$ cat src/rtl/mem_arb_pkg.sv
// Shared types for the CPU/DMA memory arbiter: FSM state encoding and owner constants.
package mem_arb_pkg;

  typedef enum logic [1:0] {
    IDLE   = 2'd0,
    ACCESS = 2'd1,
    WAIT   = 2'd2,
    DONE   = 2'd3
  } state_e;

  localparam logic OWN_CPU = 1'b0;
  localparam logic OWN_DMA = 1'b1;

endpackage

$ cat src/rtl/mem_arb_pick.sv
// Combinational winner select between CPU and DMA requests; no state, no backpressure.
// MEM_ARB_RR_EN: on a tie the port that did not win last time is chosen, else CPU always wins.
module mem_arb_pick
  import mem_arb_pkg::*;
(
  input  logic cpu_req,
  input  logic dma_req,
  input  logic last_owner,
  output logic grant_dma
);

`ifdef MEM_ARB_RR_EN
  always_comb begin
    grant_dma = dma_req;
    if (cpu_req && dma_req) begin
      grant_dma = (last_owner == OWN_CPU);
    end
  end
`else
  // Fixed priority has no use for history; the tie below keeps the port list uniform.
  logic unused_last_owner;
  assign unused_last_owner = last_owner;
  assign grant_dma = dma_req && !cpu_req;
`endif

endmodule

$ cat src/rtl/mem_arbiter.sv
// Shares one memory between CPU and DMA ports, one transaction at a time; ack MEM_LAT+2 cycles after grant.
// Requesters hold req until ack; a losing port waits for the next IDLE. MEM_ARB_RR_EN enables round-robin ties.
module mem_arbiter
  import mem_arb_pkg::*;
#(
  parameter int AW      = 32,
  parameter int DW      = 32,
  parameter int MEM_LAT = 1,
  parameter int CW      = 4
) (
  input  logic          clk,
  input  logic          reset_n,
  input  logic          cpu_req,
  input  logic          cpu_we,
  input  logic [AW-1:0] cpu_addr,
  input  logic [DW-1:0] cpu_wdata,
  output logic          cpu_ack,
  output logic [DW-1:0] cpu_rdata,
  input  logic          dma_req,
  input  logic          dma_we,
  input  logic [AW-1:0] dma_addr,
  input  logic [DW-1:0] dma_wdata,
  output logic          dma_ack,
  output logic [DW-1:0] dma_rdata,
  output logic          mem_en,
  output logic          mem_we,
  output logic [AW-1:0] mem_addr,
  output logic [DW-1:0] mem_wdata,
  input  logic [DW-1:0] mem_rdata,
  output logic          busy,
  output logic          owner
);

  state_e        state_q;
  logic [CW-1:0] lat_q;
  logic [AW-1:0] a_q;
  logic          we_q;
  logic [DW-1:0] wd_q;
  logic [DW-1:0] rdata_q;
  logic          owner_q;
  logic          mem_en_q;
  logic          cpu_ack_q;
  logic          dma_ack_q;
  logic          busy_q;
  logic          last_owner;
  logic          grant_dma;

`ifdef MEM_ARB_RR_EN
  // Reset to DMA so the CPU wins the first tie.
  logic last_owner_q;
  assign last_owner = last_owner_q;

  always_ff @(posedge clk or negedge reset_n) begin
    if (!reset_n) begin
      last_owner_q <= OWN_DMA;
    end else if (state_q == IDLE && (cpu_req || dma_req)) begin
      last_owner_q <= grant_dma;
    end
  end
`else
  assign last_owner = OWN_DMA;
`endif

  mem_arb_pick u_pick (
    .cpu_req    (cpu_req),
    .dma_req    (dma_req),
    .last_owner (last_owner),
    .grant_dma  (grant_dma)
  );

  always_ff @(posedge clk or negedge reset_n) begin
    if (!reset_n) begin
      state_q   <= IDLE;
      lat_q     <= '0;
      a_q       <= '0;
      we_q      <= 1'b0;
      wd_q      <= '0;
      rdata_q   <= '0;
      owner_q   <= OWN_CPU;
      mem_en_q  <= 1'b0;
      cpu_ack_q <= 1'b0;
      dma_ack_q <= 1'b0;
      busy_q    <= 1'b0;
    end else begin
      mem_en_q  <= 1'b0;
      cpu_ack_q <= 1'b0;
      dma_ack_q <= 1'b0;
      case (state_q)
        IDLE: begin
          if (cpu_req || dma_req) begin
            a_q      <= grant_dma ? dma_addr  : cpu_addr;
            we_q     <= grant_dma ? dma_we    : cpu_we;
            wd_q     <= grant_dma ? dma_wdata : cpu_wdata;
            owner_q  <= grant_dma;
            mem_en_q <= 1'b1;
            busy_q   <= 1'b1;
            state_q  <= ACCESS;
          end
        end
        ACCESS: begin
          lat_q   <= CW'(MEM_LAT - 1);
          state_q <= WAIT;
        end
        WAIT: begin
          // Acks are registered here so they are high for exactly the DONE cycle.
          if (lat_q == '0) begin
            rdata_q   <= mem_rdata;
            cpu_ack_q <= (owner_q == OWN_CPU);
            dma_ack_q <= (owner_q == OWN_DMA);
            state_q   <= DONE;
          end else begin
            lat_q <= lat_q - CW'(1);
          end
        end
        DONE: begin
          busy_q  <= 1'b0;
          state_q <= IDLE;
        end
        default: state_q <= IDLE;
      endcase
    end
  end

  assign mem_en    = mem_en_q;
  assign mem_we    = we_q;
  assign mem_addr  = a_q;
  assign mem_wdata = wd_q;
  assign cpu_ack   = cpu_ack_q;
  assign dma_ack   = dma_ack_q;
  assign cpu_rdata = rdata_q;
  assign dma_rdata = rdata_q;
  assign busy      = busy_q;
  assign owner     = owner_q;

endmodule

$ cat config.mk
export PLATFORM = sky130hd
export DESIGN_NAME = mem_arbiter
export DESIGN_NICKNAME = d
export VERILOG_FILES = /design/src/rtl/mem_arb_pkg.sv /design/src/rtl/mem_arb_pick.sv /design/src/rtl/mem_arbiter.sv
export SDC_FILE = /design/constraint.sdc
export NUM_CORES = 1
export LEC_CHECK = 0
export ABC_AREA = 1
export BUFFER_PORTS_ARGS = -buffer_cell sky130_fd_sc_hd__buf_2
export CAP_MARGIN = 20
export CORE_AREA = 2 2 116 118
export CTS_CLUSTER_SIZE = 28
export DETAILED_ROUTE_END_ITERATION = 16
export DIE_AREA = 0 0 118 120
export GPL_ROUTABILITY_DRIVEN = 0
export GPL_TIMING_DRIVEN = 1
export PLACE_DENSITY = 0.81
export SYNTH_ARGS = -nofsm -noshare
export SYNTH_HDL_FRONTEND = slang
export SYNTH_SLANG_ARGS = --single-unit
$ cat constraint.sdc
create_clock -name clk -period 1.7 [get_ports clk]
set_clock_uncertainty 0.15 [all_clocks]
set_input_delay 0.085 -clock clk [delete_from_list [all_inputs] [get_ports clk]]
set_output_delay 0.085 -clock clk [all_outputs]
set_load 0.03 [all_outputs]
==> results of run 1 <==
==> metal layers <==
metal	up-vias	track usage, %
met4	0	14.3
met2	392	49.3
met3	89	6.27
met5	-	0
met1	2961	29.7
li1	3019	-
==> cell usage in the layout, fill, tap and decap left out, drive strengths merged <==
master       netlist  layout
dfrtp            108     108
nor2               5       5
diode              0       2
ha                 6       6
o21ai              3       3
xor2               1       1
clkinvlp           0       1
clkinv             0       1
dlygate4sd3        0     163
inv               12      15
nand2            448     448
buf               59     311
or2                2       2
bufinv             0       2
clkbuf            14       9
nand3             69      69
==> cell families (layout without fill, tap and decap cells) <==
logic type,Yosys count,count (layout),synth area share [%]
other,0,2,0
AOI/OAI and AO/OA,3,3,0.351
adders and majority gates,6,6,1.40
DFF,108,108,50.5
and+or+nand+nor,524,524,38.6
xor gates and xnor gates,1,1,0.164
buffers and inverters,85,502,8.94
==> power by group through the flow <==
stage | registers [mW] | clock network (mW) | logic (mW)
2_1_floorplan | 6.70 | 0 | 3.44
4_1_cts | 4.44 | 2.35 | 8.10
5_1_grt | 4.62 | 2.46 | 8.82
6_report | 4.49 | 2.30 | 8.22
3_3_place_gp | 4.45 | 0 | 7.61
3_5_place_dp | 4.45 | 0 | 7.77
==> critical path, stage by stage <==
cell and delay, ns:
buf_2 0.28, nand2_2 0.13, buf_4 0.25, nand2_1 0.12
nand2_1 0.06, dlygate4sd3_1 0.58, nand2_1 0.11, nand2_1 0.07
==> flip-flops by register name, indices dropped and copies added (netlist names) <==
register / flops
cpu_rdata: 32
mem_addr: 32
mem_wdata: 32
lat_q: 4
state_q: 2
busy: 1
cpu_ack: 1
dma_ack: 1
mem_en: 1
mem_we: 1
owner: 1
==> per-stage QoR <==
| stage | cell area, um2 | total power [mW] | setup WS, ns | util (%) | hold slack [ns] |
|---|---|---|---|---|---|
| floorplan | 5350 | 10.1 | 0.201 | - | -0.361 |
| global placement | 6830 | 12.1 | 0.167 | 52.6 | 0.0504 |
| detailed placement | 6830 | 12.2 | 0.0830 | 52.6 | 0.0570 |
| CTS | 8790 | 14.9 | 0.0639 | 67.8 | 0.0729 |
| global route | 8810 | 15.9 | 0.0177 | 67.9 | 0.112 |
| finish | 8810 | 15.0 | 0.0813 | 67.9 | 0.0875 |
==> final timing paths <==
check	to	depth (start not counted)	from
setup / recovery	mem_wdata[10]	8	dma_req
hold / removal	mem_wdata[4]	5	cpu_req
setup reg to reg	mem_wdata[10]	7	state_q[0]
hold reg to reg	lat_q[0]	2	lat_q[0]
max in group asynchronous	cpu_rdata[15]	3	reset_n
min in group asynchronous	cpu_rdata[30]	3	reset_n
==> final cells by class <==
type,count,area (um2)
Sequential cell,108,2700
Timing Repair Buffer,474,3330
Antenna cell,2,5.00
Tap cell,176,220
Multi-Input combinational cell,534,2180
Clock inverter,7,105
Inverter,12,47.5
Fill cell,947,4170
Clock buffer,9,225
==> what timing repair did <==
action,in CTS,in global routing
resized for setup,0,3
hold buffers,163,0
endpoints found under the setup margin,0,39
setup buffers,0,0
hold endpoints to repair,205,0
==> qor.yml, run 1 <==
setup_viol: 0
required_ns: 1.78
io_pins: 300
clk_pin_slew_ns: 0.08
root_buffer: "clkbuf_16"
place_hpwl_um: 10500
wl_um: 19200
dp.cells: 1141
vias_per_cell: 4.89
comb_power_share_pct: 54.8
power.density_nw_per_um2: 1700
clock_latency_ns: 0.34
drc_errors: 0
crit_path_max_fanout: 29
vias: 6461
regToRegSetupSlack_ns: 0.11
ys_seq_area_share_pct: 50.5
finalNetCount: 1311
cts_tree: "yes"
grt_overflow_total: 0
track_usage_pct: 27.3
final_cells: 1322
final_antenna_net_count: 0
syn_nets: 899
initial_core_util_pct: 41.2
grt_pass1_vias: 6473
synth_ff_type: "dfrtp_1"
ys_types: 16
status: "completed"
drt-initial-drc-count: 520
synth_top_cell_by_area: "dfrtp_1"
drive_gt1_share_pct: 29.3
switching_share_pct: 49.6
port_buffers: 299
ys_async_sr_fraction_pct: 100
cap_viol_max_count: 0
synthCells: 727
switchingPower_mw: 7.45
min_period_ns: 1.62
wl_met1_um: 7040
rows: 42
wl_met3_um: 1430
wl_met2_um: 9880
htreeDepth: 3
p_leak_nw: 5.14
relSlewSlack_pct: 59.6
synthTopCellsByCount: "nand2_1 (448), dfrtp_1 (108), nand3_1 (68)"
avgRoutedWirePerCell_um: 14.5
slew_violations: 0
dr.pass1.iters: 6
grt_setup_unrepaired: "false"
cts_buffer_depth: 2
grt_pass1_wl_um: 30900
die_h_um: 120
antenna_found_initial: 2
yosysTopAreaCellShare_pct: 50.5
p_clk_share_pct: 15.3
cp.arrival_ns: 1.70
dieWidth_um: 118
yosysMostFrequentCell: "nand2_1"
dieArea_um2: 14200
ys_ff_latch: 108
cts_num_sinks: 108
peakVddDrop_mv: 0.941
finalCritPeriodShare_pct: 95.2
fin_setup_tns_ns: 0
synthTopCellsByArea: "dfrtp_1 (51%), nand2_1 (31%), nand3_1 (6.4%)"
syn_area_um2: 5350
area_growth_pct: 64.8
startpoint_type: "input port"
ys_warn_count: 0
dr.max_layer_used: "met4"
internal-power_mw: 7.56
fmax_mhz: 618
synth.avg_cell_area_um2: 7.35
synth_edf_count: 0
end_kind: "flip-flop"
power_frac_seq_pct: 29.9
cts_made_buffers: 9
worstHoldPathType: "in -> reg"
max_slew.worst_pin.slew_ns: 0.606
grt_max_degree: 109
core_area_um2: 13000
hold_viol_final: 0
crit_type: "in -> reg"
(Power assumes the default switching activity.)
==> run 2: changes to the inputs <==
Settings changed: CORE_AREA 2 2 116 118 to 2 2 117 119, DIE_AREA 0 0 118 120 to 0 0 119 121, PLACE_DENSITY 0.81 to 0.77, SYNTH_HIERARCHICAL from default to 1.
==> qor.yml, run 2 <==
hold_start: "dma_req"
required_ns: 1.79  # about the same
dieArea_um2: 14400  # +1.7%
cts_num_sinks: 108  # unchanged
power_mw: 15.2  # +0.93%
htreeDepth: 3  # unchanged
hold_depth: 4  # -1
grt_max_degree: 109  # unchanged
regToRegStartpoint: "state_q[0]"
grt_setup_unrepaired: "false"
fin_setup_tns_ns: 0  # unchanged
drc_errors: 0  # unchanged
internal-power_mw: 7.55  # -0.17%
startpoint_type: "flip-flop"
r2r_cells: 5  # -2
finalNetCount: 1178  # -10%
comb_power_share_pct: 56.8  # +2.0 points
track_usage_pct: 24.9  # -2.3 points
vias: 5830  # -9.8%
crit_path_max_fanout: 24  # -17%
grt_pass1_wl_um: 28300  # -8.4%
cts_tree: "yes"
r2r-end: "mem_addr[0]"
final_antenna_net_count: 0  # unchanged
place_area_um2: 6470  # -5.2%
switching_share_pct: 50.2  # +0.55 points
worstHoldPathType: "in -> reg"
layout_common_cells: "buf_2 (298), nand2_1 (175), dlygate4sd3_1 (163), nor2_1 (136), dfrtp_1 (108)"
place_hpwl_um: 9850  # -6.5%
finalCritPeriodShare_pct: 94.8  # -0.37 points
dr.pass1.iters: 5  # -1
switchingPower_mw: 7.60  # +2.0%
area_growth_pct: 68.8
cts_made_buffers: 9  # unchanged
synthCells: 583  # -20%
clock_latency_ns: 0.34  # about the same
fmax_mhz: 620  # +0.39%
die_h_um: 121  # +0.83%
antenna_found_initial: 0  # -2
vias_per_cell: 4.90  # +0.33%
setup_viol: 0  # unchanged
avgRoutedWirePerCell_um: 15.5  # +6.9%
syn_area_um2: 5020  # -6.2%
power.density_nw_per_um2: 1790  # +5.0%
p_leak_nw: 4.49  # -13%
drt-initial-drc-count: 341  # -34%
status: "completed"
wl_um: 18500  # -3.9%
regToRegSetupSlack_ns: 0.09  # -0.02 ns
relSlewSlack_pct: 60.8  # +1.3 points
crit_type: "reg -> reg"
rows: 42  # unchanged
cap_viol_max_count: 0  # unchanged
end_kind: "flip-flop"
hold_viol_final: 0  # unchanged
slew_violations: 0  # unchanged
cts_buffer_depth: 2  # unchanged
max_slew.worst_pin.slew_ns: 0.587  # -0.0190 ns
peakVddDrop_mv: 0.811  # -14%
dieWidth_um: 119  # +0.85%
io_pins: 300  # unchanged
syn_nets: 755  # -16%
final_common_cell: "buf_2"
power_frac_seq_pct: 30.5  # +0.6 points
min_period_ns: 1.61  # -0.00636 ns
drive_gt1_share_pct: 33.5  # +4.2 points
initial_core_util_pct: 38.3  # -2.8 points
cp.arrival_ns: 1.70  # about the same
hold_ws_ns: 0.0191  # -0.0684 ns
fin_util_pct: 64.7  # -3.1 points
root_buffer: "clkbuf_16"
holdPathEnd: "mem_addr[2]"
synth.avg_cell_area_um2: 8.61  # +17%
design_area_um2: 8470  # -3.8%
port_buffers: 299  # unchanged
grt_pass1_vias: 5704  # -12%
clk_pin_slew_ns: 0.07  # about the same
ys_warn_count: 6  # +6
p_clk_share_pct: 12.7  # -2.6 points
core_area_um2: 13100  # +0.81%
grt_overflow_total: 0  # unchanged
==> run 2: layer usage <==
metal	routed length (um)	global-route usage, %
met4	755	14.1
met3	1670	6.72
met5	0	0
met1	7010	28.6
met2	9050	42.0
==> run 2: worst max path at each step <==
| stage | start | endpoint | slack [ns] | depth (start not counted) |
|---|---|---|---|---|
| floorplan | state_q[0] | mem_wdata[18] | 0.21 | 7 |
| global placement | state_q[0] | busy | 0.12 | 7 |
| detailed placement | state_q[0] | mem_addr[28] | 0.07 | 5 |
| CTS | state_q[0] | mem_wdata[2] | 0.03 | 5 |
| global route | state_q[0] | cpu_rdata[1] | 0.009 | 7 |
| finish | state_q[0] | mem_addr[0] | 0.09 | 5 |
==> run 2: cell type report <==
type	instances	area (um2)
antenna	2	5.00
clock buffer	13	240
clock inverter	3	23.8
fill	983	4610
inverter	11	46.3
multi-input combinational	399	1890
sequential	108	2700
tap	176	220
timing repair buffer	477	3350
==> run 2: critical path, cell delays in order (launching register included) <==
cell       delay (ns)
dfrtp_1          0.41
inv_1            0.15
ha_4             0.19
o21ai_4          0.12
clkbuf_16        0.22
o31ai_1          0.26
==> run 2: through the flow <==
step / setup WS, ns / std cells
after floorplan: 0.212 / 583
after global placement: 0.123 / 1005
after detailed placement: 0.0738 / 1005
after CTS: 0.0330 / 1184
after global routing: 0.00857 / 1187
final: 0.0876 / 1189
==> run 2: what timing repair did <==
item / CTS / global route
resized for setup: 0 / 14
setup buffers: 0 / 1
hold buffers: 163 / 0
endpoints found under the setup margin: 0 / 36
endpoints found under the hold margin: 205 / 0
==> run 2: power by group through the flow <==
stage	clock (mW)	sequential [mW]	combinational, mW
2_1_floorplan	0	6.92	3.65
3_3_place_gp	0	4.61	7.83
3_5_place_dp	0	4.61	7.95
4_1_cts	1.98	4.60	8.23
5_1_grt	2.10	4.77	9.15
6_report	1.93	4.63	8.60
==> run 3: changes to the inputs <==
Settings changed: BUFFER_PORTS_ARGS -buffer_cell sky130_fd_sc_hd__buf_2 to default, DONT_BUFFER_PORTS from default to 1, PLACE_DENSITY 0.77 to default, SETUP_SLACK_MARGIN from default to 0.1.
==> qor.yml, run 3 <==
cts_buffer_depth: 2  # unchanged
holdBufCountCts: 149  # -8.6%
htreeDepth: 3  # unchanged
synth.avg_cell_area_um2: 8.61  # unchanged
cts_num_sinks: 108  # unchanged
place_area_um2: 5130  # -21%
cts_made_buffers: 9  # unchanged
root_buffer: "clkbuf_16"
dieWidth_um: 119  # unchanged
ys_warn_count: 6  # unchanged
syn_area_um2: 5020  # unchanged
tool.error: "[ERROR RSZ-0060] Max buffer count reached."
place_hpwl_um: 9140  # -7.2%
synthCells: 583  # unchanged
initial_core_util_pct: 38.3  # unchanged
cts_resized: 4  # +4
lastStage: "clock tree synthesis"
io_pins: 300  # unchanged
syn_nets: 755  # unchanged
die_h_um: 121  # unchanged
post_cts_buffers: 0  # unchanged
rows: 42  # unchanged
port_buffers: 0  # -100%
status: "stopped before the end"
==> run 3: metrics by stage <==
step	setup slack [ns]	hold WS, ns	util [%]	std cells
after detailed placement	0.0764	-0.359	39.2	726
after global placement	0.167	-0.358	39.2	726
after floorplan	0.212	-0.361	-	583
==> run 4: changes to the inputs <==
Settings changed: CORE_AREA 2 2 117 119 to 2 2 116 118, CTS_CLUSTER_SIZE 28 to default, DIE_AREA 0 0 119 121 to 0 0 118 120, PLACE_DENSITY_LB_ADDON from default to 0.15, SETUP_SLACK_MARGIN 0.1 to default.
==> qor.yml, run 4 <==
place_hpwl_um: 8840  # -3.3%
holdBufCountCts: 148  # -0.67%
die_h_um: 120  # -0.83%
lastStage: "clock tree synthesis"
io_pins: 300  # unchanged
ys_warn_count: 6  # unchanged
rows: 42  # unchanged
syn_nets: 755  # unchanged
initial_core_util_pct: 38.7  # +0.31 points
cts_made_buffers: 9  # unchanged
cts_num_sinks: 108  # unchanged
post_cts_buffers: 0  # unchanged
htreeDepth: 3  # unchanged
syn_area_um2: 5020  # unchanged
tool.error: "[ERROR RSZ-0060] Max buffer count reached."
port_buffers: 0  # unchanged
root_buffer: "clkbuf_16"
synth.avg_cell_area_um2: 8.61  # unchanged
dieWidth_um: 118  # -0.84%
status: "stopped before the end"
cts_resized: 0  # -4
synthCells: 583  # unchanged
cts_buffer_depth: 2  # unchanged
-- run 4: per-stage QoR --
stage / instance area, um2 / setup slack, ns / hold WS (ns) / std cells / utilization (%)
floorplan: 5020 / 0.212 / -0.361 / 583 / -
global placement: 5050 / 0.140 / -0.359 / 719 / 38.9
detailed placement: 5050 / 0.0245 / -0.359 / 719 / 38.9
